File: config.mk
export PLATFORM = sky130hd
export DESIGN_NAME = rgb_pwm_driver
export DESIGN_NICKNAME = d
export VERILOG_FILES = /design/src/rtl/rgb_pwm_driver.sv
export SDC_FILE = /design/constraint.sdc
export NUM_CORES = 1
export LEC_CHECK = 0
export CORE_MARGIN = 10
export CORE_UTILIZATION = 35
export DETAILED_ROUTE_END_ITERATION = 8
export SYNTH_ARGS = -nofsm -noshare
export SYNTH_HDL_FRONTEND = slang
export SYNTH_SLANG_ARGS = --single-unit
File: constraint.sdc
create_clock -name clk -period 4.3 [get_ports clk]
set_clock_uncertainty 0.05 [all_clocks]
set_input_delay 0.86 -clock clk [delete_from_list [all_inputs] [get_ports clk]]
set_output_delay 0.86 -clock clk [all_outputs]
set_load 0.01 [all_outputs]
File: src/rtl/rgb_pwm_driver.sv
// Three-channel 8-bit LED PWM; colour sampled only at frame ends, optional +/-1 fade per frame.
// Latency: outputs one register stage after the cnt/duty compare; no backpressure, free-running while enabled.
module rgb_pwm_driver #(
   parameter int unsigned PRESCALE = 4
) (
   input  logic        clk,
   input  logic        rst,
   input  logic        enable,
   input  logic        fade,
   input  logic [23:0] light,
   output logic        red_pwm,
   output logic        green_pwm,
   output logic        blue_pwm,
   output logic        frame_done
);

   localparam logic [15:0] PRE_MAX = 16'(PRESCALE - 1);

   logic [15:0] pre_q, pre_d;
   logic [7:0]  cnt_q, cnt_d;
   logic [7:0]  duty_r_q, duty_r_d;
   logic [7:0]  duty_g_q, duty_g_d;
   logic [7:0]  duty_b_q, duty_b_d;
   logic        red_q, red_d;
   logic        green_q, green_d;
   logic        blue_q, blue_d;
   logic        frame_done_q, frame_done_d;
   logic        tick;
   logic        frame_end;

   // Saturating step toward the target; a plain jump when fading is off.
   function automatic logic [7:0] next_duty(input logic [7:0] cur,
                                            input logic [7:0] tgt,
                                            input logic       fade_en);
      logic [7:0] res;
      res = tgt;
      if (fade_en) begin
         if (cur < tgt) begin
            res = cur + 8'd1;
         end else if (cur > tgt) begin
            res = cur - 8'd1;
         end else begin
            res = cur;
         end
      end
      return res;
   endfunction

   always_comb begin
      tick      = enable && (pre_q == PRE_MAX);
      frame_end = tick && (cnt_q == 8'hFF);
   end

   always_comb begin
      pre_d = pre_q;
      cnt_d = cnt_q;
      if (!enable) begin
         pre_d = '0;
         cnt_d = '0;
      end else if (tick) begin
         pre_d = '0;
         cnt_d = cnt_q + 8'd1;
      end else begin
         pre_d = pre_q + 16'd1;
      end
   end

   always_comb begin
      duty_r_d = duty_r_q;
      duty_g_d = duty_g_q;
      duty_b_d = duty_b_q;
      if (frame_end) begin
         duty_r_d = next_duty(duty_r_q, light[23:16], fade);
         duty_g_d = next_duty(duty_g_q, light[15:8],  fade);
         duty_b_d = next_duty(duty_b_q, light[7:0],   fade);
      end
   end

   // Compare uses the pre-update counter and duties, so a reload never cuts a frame short.
   always_comb begin
      red_d        = enable && (cnt_q < duty_r_q);
      green_d      = enable && (cnt_q < duty_g_q);
      blue_d       = enable && (cnt_q < duty_b_q);
      frame_done_d = frame_end;
   end

   always_ff @(posedge clk or posedge rst) begin
      if (rst) begin
         pre_q        <= '0;
         cnt_q        <= '0;
         duty_r_q     <= '0;
         duty_g_q     <= '0;
         duty_b_q     <= '0;
         red_q        <= 1'b0;
         green_q      <= 1'b0;
         blue_q       <= 1'b0;
         frame_done_q <= 1'b0;
      end else begin
         pre_q        <= pre_d;
         cnt_q        <= cnt_d;
         duty_r_q     <= duty_r_d;
         duty_g_q     <= duty_g_d;
         duty_b_q     <= duty_b_d;
         red_q        <= red_d;
         green_q      <= green_d;
         blue_q       <= blue_d;
         frame_done_q <= frame_done_d;
      end
   end

   assign red_pwm    = red_q;
   assign green_pwm  = green_q;
   assign blue_pwm   = blue_q;
   assign frame_done = frame_done_q;

endmodule

==> metrics.yaml, run 1 <==
drt:
  route.detailed.wl_per_inst_um: 14.7
  route.vias.total: 3580
  drt_wl_total_um: 10300
  detail_route.vias_per_cell: 5.12
  topRoutingLayerUsed: "met4"
  detailroute.wirelength.met2_um: 4650
  metal_1_wl_um: 5360
  drt_pre_antenna_iters: 4
  met3_wirelength_um: 177
  drc: 0
  detail_route.iter0.violations: 184
  ant_nets: 0
cells_and_area:
  final_cells: 699
  area.growth.synth_to_final_pct: 14.9
  layout.cells.most_common_list: "68 x sky130_fd_sc_hd__ha_1, 52 x sky130_fd_sc_hd__inv_1, 52 x sky130_fd_sc_hd__dfrtp_1"
  postLayoutCoreUtil_pct: 40.7
  commonest_non_fill_non_tap_cell_in_the_layout: "sky130_fd_sc_hd__ha_1"
  post-route-cell-area_um2: 5090
  n_antenna_cell: 0
  fillerInstances: 1262
  regArea_um2: 1300
  count_of_nets_after_finishing: 626
  ratio_of_cells_with_drive_above_1_in_the_final_layout_pct: 4.36
  multiInputGateArea_um2: 2880
sta:
  timing_max_transition_violations_final: 0
  grt_setup_unrepaired: "false"
  max_freq_mhz: 255
  final_period_minus_worst_setup_slack_ns: 3.92
  finalSetupViolCount: 0
  holdWs_ns: 0.450
  totalNegativeSetupSlack_ns: 0
  min_period_over_period_pct: 91.3
  max_slew_margin_pct: 43.0
  finalHoldViolations: 0
  tightestPinTransition_ns: 0.854
  worst_slack_ns: 0.376
cts:
  number_of_hold_buffers_added_after_cts: 0
  cts_inserted_buffers: 5
  clock_latency_on_the_worst_skew_pair_ns: 0.29
  clkSlewWorstSetupHoldPaths_ns: 0.07
  clock_path_buffers: 2
  clock_tree_from_tritoncts: "done"
  cts_setup_buffers: 0
  number_of_gates_resized_after_cts: 0
  sinks_on_clock_net: 52
  h-tree-depth: 2
  cts.root.buffer_cell: "sky130_fd_sc_hd__clkbuf_16"
grt:
  grt_start_max_net_pins: 40
  global_route_wire_length_before_repair_um: 17600
  antenna_violations_before_repair: 0
  number_of_global_route_vias_before_repair: 3601
  overflow: 0
  grt_use_total_pct: 11.8
power:
  p_leak_nw: 2.47
  total_power_mw: 1.09
  ir_worst_vdd_v: 0.000162
  cellPowerDensity_nw_per_um2: 215
logic_synthesis:
  syn-num-nets: 593
  async_flop_share_pct: 100
  synth-main-ff-cell: "sky130_fd_sc_hd__dfrtp_1"
  yosysSeqAreaShare_pct: 29.4
  synth.yosys.warnings: 0
  synth_area_um2: 4430
  post_synth_inst_count: 494
  netlist-cell-type-count: 50
  synth.avg_cell_area_um2: 8.96
  synth_register_bits: 52
  number_of_enable_type_register_cells_in_the_synthesized_netlist: 0
floorplanning:
  std_cell_rows: 41
  die-height_um: 132
  floorplan.die_area_um2: 17600
  die_w_um: 132
  core_region_area_um2: 12500
  initial_utilization_pct: 35.4
  num_io_pins: 32
worst_setup_path:
  cp_slowest_stage_delay_ns: 0.47
  crit_type: "input port to register"
  cp.arrival_ns: 4.11
  crit_path_top_delay_cell: "sky130_fd_sc_hd__clkdlybuf4s50_1"
  crit_path_end_kind: "register"
  crit_buf_inv: 2
  cp-start-kind: "input port"
  cp_max_fo: 8
  worst_path_dominant_cell_family: "compound AO/OA/AOI/OAI gates"
  timing.critical_path.cells: "clkdlybuf4s50_1 -> inv_1 -> ha_1 -> nor2b_1 -> o211ai_1 -> a21o_1 -> nand2_1 -> ha_1 -> a21oi_1 -> o211ai_1 -> o41a_1 -> a21o_1 -> a2111o_1 -> nand3_1"
  worst-endpoint-required_ns: 4.48
placed_design:
  routabilityCongestion: 0.832
  dpl-instance-area_um2: 4950
  dpl.cell_count: 692
  portBuffers: 31
  place_hpwl_um: 7910
  post-place-ws_ns: 0.0662
status:
  status: "completed"
worst_hold_path:
  worst_hold_path_type: "register to register"
flow_run:
  cap_violations: 0
[synthesized netlist by cell type (2+ instances only)]
master | n | area [µm²]
sky130_fd_sc_hd__a31oi_1 | 4 | 25.0
sky130_fd_sc_hd__mux2i_1 | 23 | 230
sky130_fd_sc_hd__o41ai_1 | 2 | 17.5
sky130_fd_sc_hd__nor3_1 | 2 | 10.0
sky130_fd_sc_hd__o221ai_1 | 2 | 17.5
sky130_fd_sc_hd__and3_1 | 5 | 31.3
sky130_fd_sc_hd__nor4_1 | 4 | 25.0
sky130_fd_sc_hd__nand3b_1 | 10 | 75.1
sky130_fd_sc_hd__buf_2 | 4 | 20.0
sky130_fd_sc_hd__a21o_1 | 14 | 105
sky130_fd_sc_hd__or4_1 | 3 | 22.5
sky130_fd_sc_hd__a31oi_2 | 2 | 25.0
sky130_fd_sc_hd__nand2b_1 | 3 | 18.8
sky130_fd_sc_hd__o21ai_0 | 24 | 120
sky130_fd_sc_hd__xor2_1 | 10 | 87.6
sky130_fd_sc_hd__o21bai_1 | 7 | 52.6
sky130_fd_sc_hd__ha_1 | 68 | 851
sky130_fd_sc_hd__a21oi_1 | 22 | 110
sky130_fd_sc_hd__and2_1 | 7 | 43.8
sky130_fd_sc_hd__o211ai_1 | 8 | 60.1
sky130_fd_sc_hd__and4_1 | 2 | 17.5
sky130_fd_sc_hd__dfrtp_1 | 52 | 1300
sky130_fd_sc_hd__nor2b_1 | 3 | 18.8
sky130_fd_sc_hd__a211oi_1 | 4 | 30.0
sky130_fd_sc_hd__nand3_1 | 18 | 90.1
sky130_fd_sc_hd__inv_1 | 53 | 199
sky130_fd_sc_hd__nand2_1 | 40 | 150
sky130_fd_sc_hd__clkbuf_1 | 6 | 22.5
sky130_fd_sc_hd__fa_1 | 3 | 60.1
sky130_fd_sc_hd__o21a_1 | 3 | 22.5
sky130_fd_sc_hd__or4b_2 | 2 | 20.0
sky130_fd_sc_hd__o2111ai_1 | 2 | 17.5
sky130_fd_sc_hd__nor2_1 | 32 | 120
sky130_fd_sc_hd__or3_1 | 3 | 18.8
sky130_fd_sc_hd__xnor2_1 | 20 | 175
sky130_fd_sc_hd__nand4_1 | 10 | 62.6
sky130_fd_sc_hd__a21boi_0 | 3 | 22.5
sky130_fd_sc_hd__and3b_1 | 2 | 17.5
[layer usage]
layer / vias up / global-route usage (%)
met5: - / 0
met4: 0 / 2.87
met3: 10 / 1.74
met2: 35 / 18.8
met1: 1707 / 16.4
li1: 1828 / -
[state kept, by name, indices dropped and copies added, names as in the netlist]
name	count
pre_q	16
cnt_q	8
duty_b_q	8
duty_g_q	8
duty_r_q	8
blue_pwm	1
frame_done	1
green_pwm	1
red_pwm	1
[cell families (layout without fill, tap and decap cells)]
logic type               count (synthesis)  after routing  synth area share, %
XOR/XNOR                                30             30                 5.93
flip-flops                              52             52                 29.4
multiplexers                            23             23                 5.20
adder cells (fa/ha/maj)                 71             71                 20.6
AND/OR/NAND/NOR                        151            151                 18.1
buffers and inverters                   64             97                 5.54
AO/OA/AOI/OAI                          103            103                 15.3
[power by group]
group / leakage (nW) / total [mW] / switching [mW] / internal, mW
clock network: 0.0657 / 0.397 / 0.185 / 0.212
logic: 1.78 / 0.196 / 0.104 / 0.0923
registers: 0.628 / 0.500 / 0.00566 / 0.494
total: 2.47 / 1.09 / 0.295 / 0.799
[layout make-up]
class	instances	area share (%)
clock inverter	2	0.246
inverter	53	3.91
tap	172	4.23
sequential	52	25.6
timing repair buffer	37	6.98
multi-input combinational	378	56.6
clock buffer	5	2.46
[final timing paths]
path / start / end / slack [ns] / depth (start not counted)
max reg2reg: duty_r_q[1] / duty_r_q[7] / 1.00 / 12
min: pre_q[0] / pre_q[0] / 0.45 / 1
min reg2reg: pre_q[0] / pre_q[0] / 0.45 / 1
max: light[17] / duty_r_q[7] / 0.38 / 14
max in group asynchronous: rst / cnt_q[1] / 2.45 / 3
min in group asynchronous: rst / duty_g_q[1] / 1.02 / 2
Note: power is estimated with default switching activity, not from simulation.
==> run 2: changes to the inputs <==
CORE_MARGIN = not set   (was 10)
SETUP_SLACK_MARGIN = 0.4   (was not set)
==> metrics.yaml, run 2 (same netlist as run 1, synthesis figures left out) <==
worst_setup_path:
  cp.arrival_ns: 3.94  # -0.17 ns
  r2r_setup_slk_ns: 1.16  # +0.16 ns
  startpoint_of_the_lowest_slack_register_to_register_path: "duty_r_q[1]"
  crit_path_end_kind: "register"
  cp-start-kind: "input port"
  r2r_cells: 12  # unchanged
  crit_type: "input port to register"
  worst-endpoint-required_ns: 4.48  # about the same
  cp_max_fo: 8  # unchanged
  rr_endpoint: "duty_r_q[7]"
power:
  p_leak_nw: 2.50  # +1.1%
  cellPowerDensity_nw_per_um2: 224  # +4.5%
  total_power_mw: 1.16  # +5.8%
  ir_worst_vdd_v: 0.000198  # +22%
cells_and_area:
  n_antenna_cell: 0  # unchanged
  count_of_nets_after_finishing: 627  # +0.16%
  area.growth.synth_to_final_pct: 16.4
  largest_reg_flops: 16  # unchanged
  registers.top_by_ff_count: "pre_q"
  layout.cells.most_common_list: "67 x sky130_fd_sc_hd__ha_1, 52 x sky130_fd_sc_hd__inv_1, 52 x sky130_fd_sc_hd__dfrtp_1"
  post-route-cell-area_um2: 5150  # +1.3%
  fillerInstances: 1218  # -3.5%
  ratio_of_cells_with_drive_above_1_in_the_final_layout_pct: 6.43  # +2.1 points
  commonest_non_fill_non_tap_cell_in_the_layout: "sky130_fd_sc_hd__ha_1"
placed_design:
  dpl-instance-area_um2: 4930  # -0.35%
  routabilityCongestion: 0.850  # +2.2%
  place_hpwl_um: 7680  # -2.9%
  portBuffers: 31  # unchanged
drt:
  ant_nets: 0  # unchanged
  topRoutingLayerUsed: "met4"
  metal_1_wl_um: 4870  # -9.3%
  drc: 0  # unchanged
  detailroute.wirelength.met2_um: 4810  # +3.4%
  met3_wirelength_um: 293  # +66%
  route.detailed.wl_per_inst_um: 14.4  # -2.4%
  drt_pre_antenna_iters: 4  # unchanged
  route.vias.total: 3587  # +0.20%
  detail_route.vias_per_cell: 5.15  # +0.48%
  detail_route.iter0.violations: 140  # -24%
  drt_wl_total_um: 10000  # -2.7%
worst_hold_path:
  whs_path_depth: 1  # unchanged
  hp-start: "pre_q[0]"
  worst_hold_path_type: "register to register"
  worst_hold_path.endpoint: "pre_q[0]"
sta:
  tightestPinTransition_ns: 0.872  # +0.0175 ns
  min_period_over_period_pct: 87.4  # -3.9 points
  grt_setup_unrepaired: "true"
  final_period_minus_worst_setup_slack_ns: 3.76  # -0.166 ns
  holdWs_ns: 0.437  # -0.0126 ns
  timing_max_transition_violations_final: 0  # unchanged
  max_slew_margin_pct: 41.8  # -1.2 points
  finalSetupViolCount: 0  # unchanged
  finalHoldViolations: 0  # unchanged
  totalNegativeSetupSlack_ns: 0  # unchanged
  max_freq_mhz: 266  # +4.4%
cts:
  cts.root.buffer_cell: "sky130_fd_sc_hd__clkbuf_16"
  sinks_on_clock_net: 52  # unchanged
  clock_path_buffers: 2  # unchanged
  clkSlewWorstSetupHoldPaths_ns: 0.07  # about the same
  clock_latency_on_the_worst_skew_pair_ns: 0.29  # about the same
  clock_tree_from_tritoncts: "done"
  cts_inserted_buffers: 5  # unchanged
  number_of_hold_buffers_added_after_cts: 0  # unchanged
  h-tree-depth: 2  # unchanged
floorplanning:
  initial_utilization_pct: 36.4  # +1.0 points
  die-height_um: 114  # -14%
  floorplan.die_area_um2: 13100  # -25%
  std_cell_rows: 40  # -2.4%
  num_io_pins: 32  # unchanged
  die_w_um: 114  # -14%
  core_region_area_um2: 12200  # -2.8%
grt:
  overflow: 0  # unchanged
  antenna_violations_before_repair: 0  # unchanged
  grt_start_max_net_pins: 41  # +2.5%
  grt_use_total_pct: 16.1  # +4.3 points
  number_of_global_route_vias_before_repair: 3511  # -2.5%
  global_route_wire_length_before_repair_um: 16800  # -4.3%
status:
  status: "completed"
flow_run:
  cap_violations: 0  # unchanged
-- run 2: critical path, stage by stage --
cell and delay, ns:
sky130_fd_sc_hd__clkdlybuf4s50_1 0.48, sky130_fd_sc_hd__inv_1 0.05, sky130_fd_sc_hd__ha_1 0.29, sky130_fd_sc_hd__nor2b_1 0.13, sky130_fd_sc_hd__o211ai_1 0.21, sky130_fd_sc_hd__a21o_1 0.21, sky130_fd_sc_hd__nand2_4 0.10, sky130_fd_sc_hd__ha_1 0.30
sky130_fd_sc_hd__a21oi_2 0.16, sky130_fd_sc_hd__o211ai_1 0.13, sky130_fd_sc_hd__o41a_1 0.34, sky130_fd_sc_hd__a21o_1 0.18, sky130_fd_sc_hd__a2111o_1 0.40, sky130_fd_sc_hd__nand3_1 0.08
-- run 2: worst max path at each step --
stage	slack, ns	endpoint	cells past startpoint	from
floorplan	0.82	duty_r_q[7]	13	light[17]
global placement	0.16	duty_r_q[7]	14	light[17]
detailed placement	0.09	duty_r_q[7]	14	light[17]
CTS	0.49	duty_b_q[7]	14	light[1]
global route	0.39	duty_g_q[7]	14	light[9]
finish	0.54	duty_r_q[7]	14	light[17]
-- run 2: per-layer routing --
layer / track usage, % / vias to the layer above
li1: - / 1824
met1: 21.0 / 1714
met2: 28.3 / 42
met3: 2.54 / 7
met4: 2.94 / 0
met5: 0 / -
-- run 2: power breakdown --
| part | leakage, nW | internal [mW] | switching (mW) | total [mW] |
|---|---|---|---|---|
| Sequential | 0.628 | 0.494 | 0.00540 | 0.500 |
| Clock | 0.0798 | 0.274 | 0.185 | 0.459 |
| Combinational | 1.79 | 0.0929 | 0.106 | 0.198 |
-- run 2: layout make-up --
| cell class | instances | area (µm²) | area share (%) |
|---|---|---|---|
| Inverter | 53 | 199 | 3.86 |
| Tap cell | 168 | 210 | 4.08 |
| Multi-Input combinational cell | 378 | 2920 | 56.6 |
| Sequential cell | 52 | 1300 | 25.2 |
| Timing Repair Buffer | 38 | 358 | 6.94 |
| Clock buffer | 5 | 125 | 2.43 |
| Clock inverter | 3 | 42.5 | 0.825 |
-- run 2: timing repair --
action,in CTS,in global routing
setup endpoints to repair,1,5
pin swaps,0,3
resized for setup,1,10
buffers inserted,0,2
-- run 2: metrics by stage --
step,cells,util (%),setup slack [ns]
finish,697,42.4,0.542
global route,697,42.4,0.388
CTS,695,42.0,0.486
detailed placement,687,40.6,0.0877
global placement,687,40.6,0.162
floorplan,494,-,0.820
==> run 3: changes to the inputs <==
CORE_UTILIZATION = 40   (was 35)
SLEW_MARGIN = 20   (was not set)
clock period = 4.11 ns   (was 4.3 ns; I/O delays follow)
==> metrics.yaml, run 3 (same netlist as run 1, synthesis figures left out) <==
sta:
  finalSetupViolCount: 0  # unchanged
  totalNegativeSetupSlack_ns: 0  # unchanged
  timing_max_transition_violations_final: 0  # unchanged
  tightestPinTransition_ns: 0.744  # -0.128 ns
  final_period_minus_worst_setup_slack_ns: 3.59
  min_period_over_period_pct: 87.4
  grt_setup_unrepaired: "true"
  finalHoldViolations: 0  # unchanged
  max_slew_margin_pct: 50.3  # +8.6 points
  max_freq_mhz: 279
cts:
  cts.root.buffer_cell: "sky130_fd_sc_hd__clkbuf_8"
  sinks_on_clock_net: 52  # unchanged
  cts_inserted_buffers: 5  # unchanged
  clock_path_buffers: 2  # unchanged
  clock_latency_on_the_worst_skew_pair_ns: 0.30  # about the same
  h-tree-depth: 2  # unchanged
  clkSlewWorstSetupHoldPaths_ns: 0.10  # +0.03 ns
  clock_tree_from_tritoncts: "done"
  number_of_hold_buffers_added_after_cts: 0  # unchanged
drt:
  detail_route.vias_per_cell: 5.41  # +5.1%
  detail_route.iter0.violations: 135  # -3.6%
  drt_wl_total_um: 10100  # +0.25%
  route.vias.total: 3656  # +1.9%
  route.detailed.wl_per_inst_um: 14.9  # +3.4%
  drt_pre_antenna_iters: 4  # unchanged
  ant_nets: 0  # unchanged
  drc: 0  # unchanged
cells_and_area:
  fillerInstances: 1050  # -14%
  regArea_um2: 1300  # unchanged
  ratio_of_cells_with_drive_above_1_in_the_final_layout_pct: 9.33  # +2.9 points
  largest_reg_flops: 16  # unchanged
  area.growth.synth_to_final_pct: 18.2
  final_cells: 676  # -3.0%
  multiInputGateArea_um2: 3040  # +4.2%
  registers.top_by_ff_count: "pre_q"
  count_of_nets_after_finishing: 634  # +1.1%
  n_antenna_cell: 0  # unchanged
  commonest_non_fill_non_tap_cell_in_the_layout: "sky130_fd_sc_hd__ha_1"
  layout.cells.most_common_list: "59 x sky130_fd_sc_hd__ha_1, 52 x sky130_fd_sc_hd__inv_1, 52 x sky130_fd_sc_hd__dfrtp_1"
worst_setup_path:
  cp-start-kind: "input port"
  timing.critical_path.cells: "clkdlybuf4s50_1 -> inv_1 -> ha_1 -> nor2b_1 -> o211ai_1 -> a21o_1 -> nand2_4 -> ha_4 -> a21oi_2 -> o211ai_1 -> o41ai_2 -> and3b_1 -> o2111ai_1 -> nand3b_1"
  worst_path_dominant_cell_family: "compound AO/OA/AOI/OAI gates"
  cp_slowest_stage_delay_ns: 0.45  # -0.03 ns
  worst-endpoint-required_ns: 4.25  # -0.23 ns
  crit_buf_inv: 2  # unchanged
  crit_type: "input port to register"
  crit_path_end_kind: "register"
  crit_path_top_delay_cell: "sky130_fd_sc_hd__clkdlybuf4s50_1"
  cp.arrival_ns: 3.73  # -0.21 ns
  crit_top_cell: "sky130_fd_sc_hd__o211ai_1"
  cp_max_fo: 6  # -2
  startpoint_of_the_lowest_slack_register_to_register_path: "duty_r_q[1]"
  startpoint: "light[1]"
power:
  ir_worst_vdd_v: 0.000113  # -43%
  p_leak_nw: 2.50  # +0.29%
  cellPowerDensity_nw_per_um2: 204  # -9.2%
floorplanning:
  num_io_pins: 32  # unchanged
  initial_utilization_pct: 41.0  # +4.6 points
  floorplan.die_area_um2: 11500  # -12%
  std_cell_rows: 38  # -5.0%
  die_w_um: 107  # -6.3%
  core_region_area_um2: 10800  # -11%
  die-height_um: 107  # -6.3%
status:
  status: "completed"
grt:
  overflow: 0  # unchanged
  grt_start_max_net_pins: 35  # -15%
  antenna_violations_before_repair: 0  # unchanged
  global_route_wire_length_before_repair_um: 17200  # +2.4%
  grt_use_total_pct: 18.6  # +2.5 points
  number_of_global_route_vias_before_repair: 3599  # +2.5%
worst_hold_path:
  worst_hold_path_type: "register to register"
  hp-start: "pre_q[0]"
flow_run:
  cap_violations: 0  # unchanged
placed_design:
  place_hpwl_um: 7670  # -0.25%
  routabilityCongestion: 0.812  # -4.5%
  portBuffers: 31  # unchanged
  dpl.cell_count: 663  # -3.5%
## run 3: layout make-up
| cell class | instances | area share, % |
|---|---|---|
| Timing Repair Buffer | 45 | 7.99 |
| Clock buffer | 6 | 1.58 |
| Tap cell | 140 | 3.35 |
| Sequential cell | 52 | 24.9 |
| Multi-Input combinational cell | 378 | 58.1 |
| Clock inverter | 2 | 0.287 |
| Inverter | 53 | 3.80 |
## run 3: worst register-to-register path, stage by stage, from the launching register on
cell	delay (ns)
sky130_fd_sc_hd__dfrtp_1	0.48
sky130_fd_sc_hd__ha_1	0.34
sky130_fd_sc_hd__nor2b_1	0.14
sky130_fd_sc_hd__o211ai_1	0.21
sky130_fd_sc_hd__a21o_1	0.21
sky130_fd_sc_hd__nand2_4	0.12
sky130_fd_sc_hd__ha_4	0.27
sky130_fd_sc_hd__a21oi_2	0.13
sky130_fd_sc_hd__o211ai_1	0.11
sky130_fd_sc_hd__o41a_1	0.39
sky130_fd_sc_hd__a21o_1	0.18
sky130_fd_sc_hd__a2111o_1	0.40
sky130_fd_sc_hd__nand3_1	0.08
## run 3: metrics by stage
step	utilization, %	setup WS (ns)	cell area (µm²)	hold slack [ns]	power [mW]
floorplan	-	0.668	4430	0.405	0.667
global placement	45.7	0.0600	4930	0.434	0.736
detailed placement	45.7	-0.00377	4930	0.435	0.741
CTS	46.7	0.385	5040	0.453	1.07
global route	48.5	0.370	5230	0.488	1.12
finish	48.5	0.519	5230	0.453	1.07
## run 3: power by group
group / switching (mW) / internal (mW)
logic: 0.116 / 0.109
registers: 0.00601 / 0.517
clock network: 0.182 / 0.137
## run 3: final timing paths
| kind | to | slack [ns] | cells past startpoint |
|---|---|---|---|
| worst max-delay path | duty_b_q[7] | 0.52 | 14 |
| worst min-delay path | pre_q[0] | 0.45 | 1 |
| worst max register to register | duty_r_q[7] | 0.94 | 12 |
| worst min register to register | pre_q[0] | 0.45 | 1 |
| max in group asynchronous | duty_b_q[6] | 2.35 | 3 |
| min in group asynchronous | duty_r_q[3] | 0.91 | 2 |
## run 3: repair_timing
item / CTS / global route
pin swaps: 0 / 14
setup buffers: 0 / 5
resized for setup: 2 / 23
cloned: 0 / 0
endpoints found under the setup margin: 2 / 6
endpoints found under the hold margin: 0 / 0
## run 3: routing by layer
metal  global-route usage, %  part of all wire, %  wire, µm
met1                    25.6                   49      4910
met2                    31.4                   48      4810
met3                    1.95                  2.4       239
met4                    4.01                 0.91        91
met5                       0                    0         0
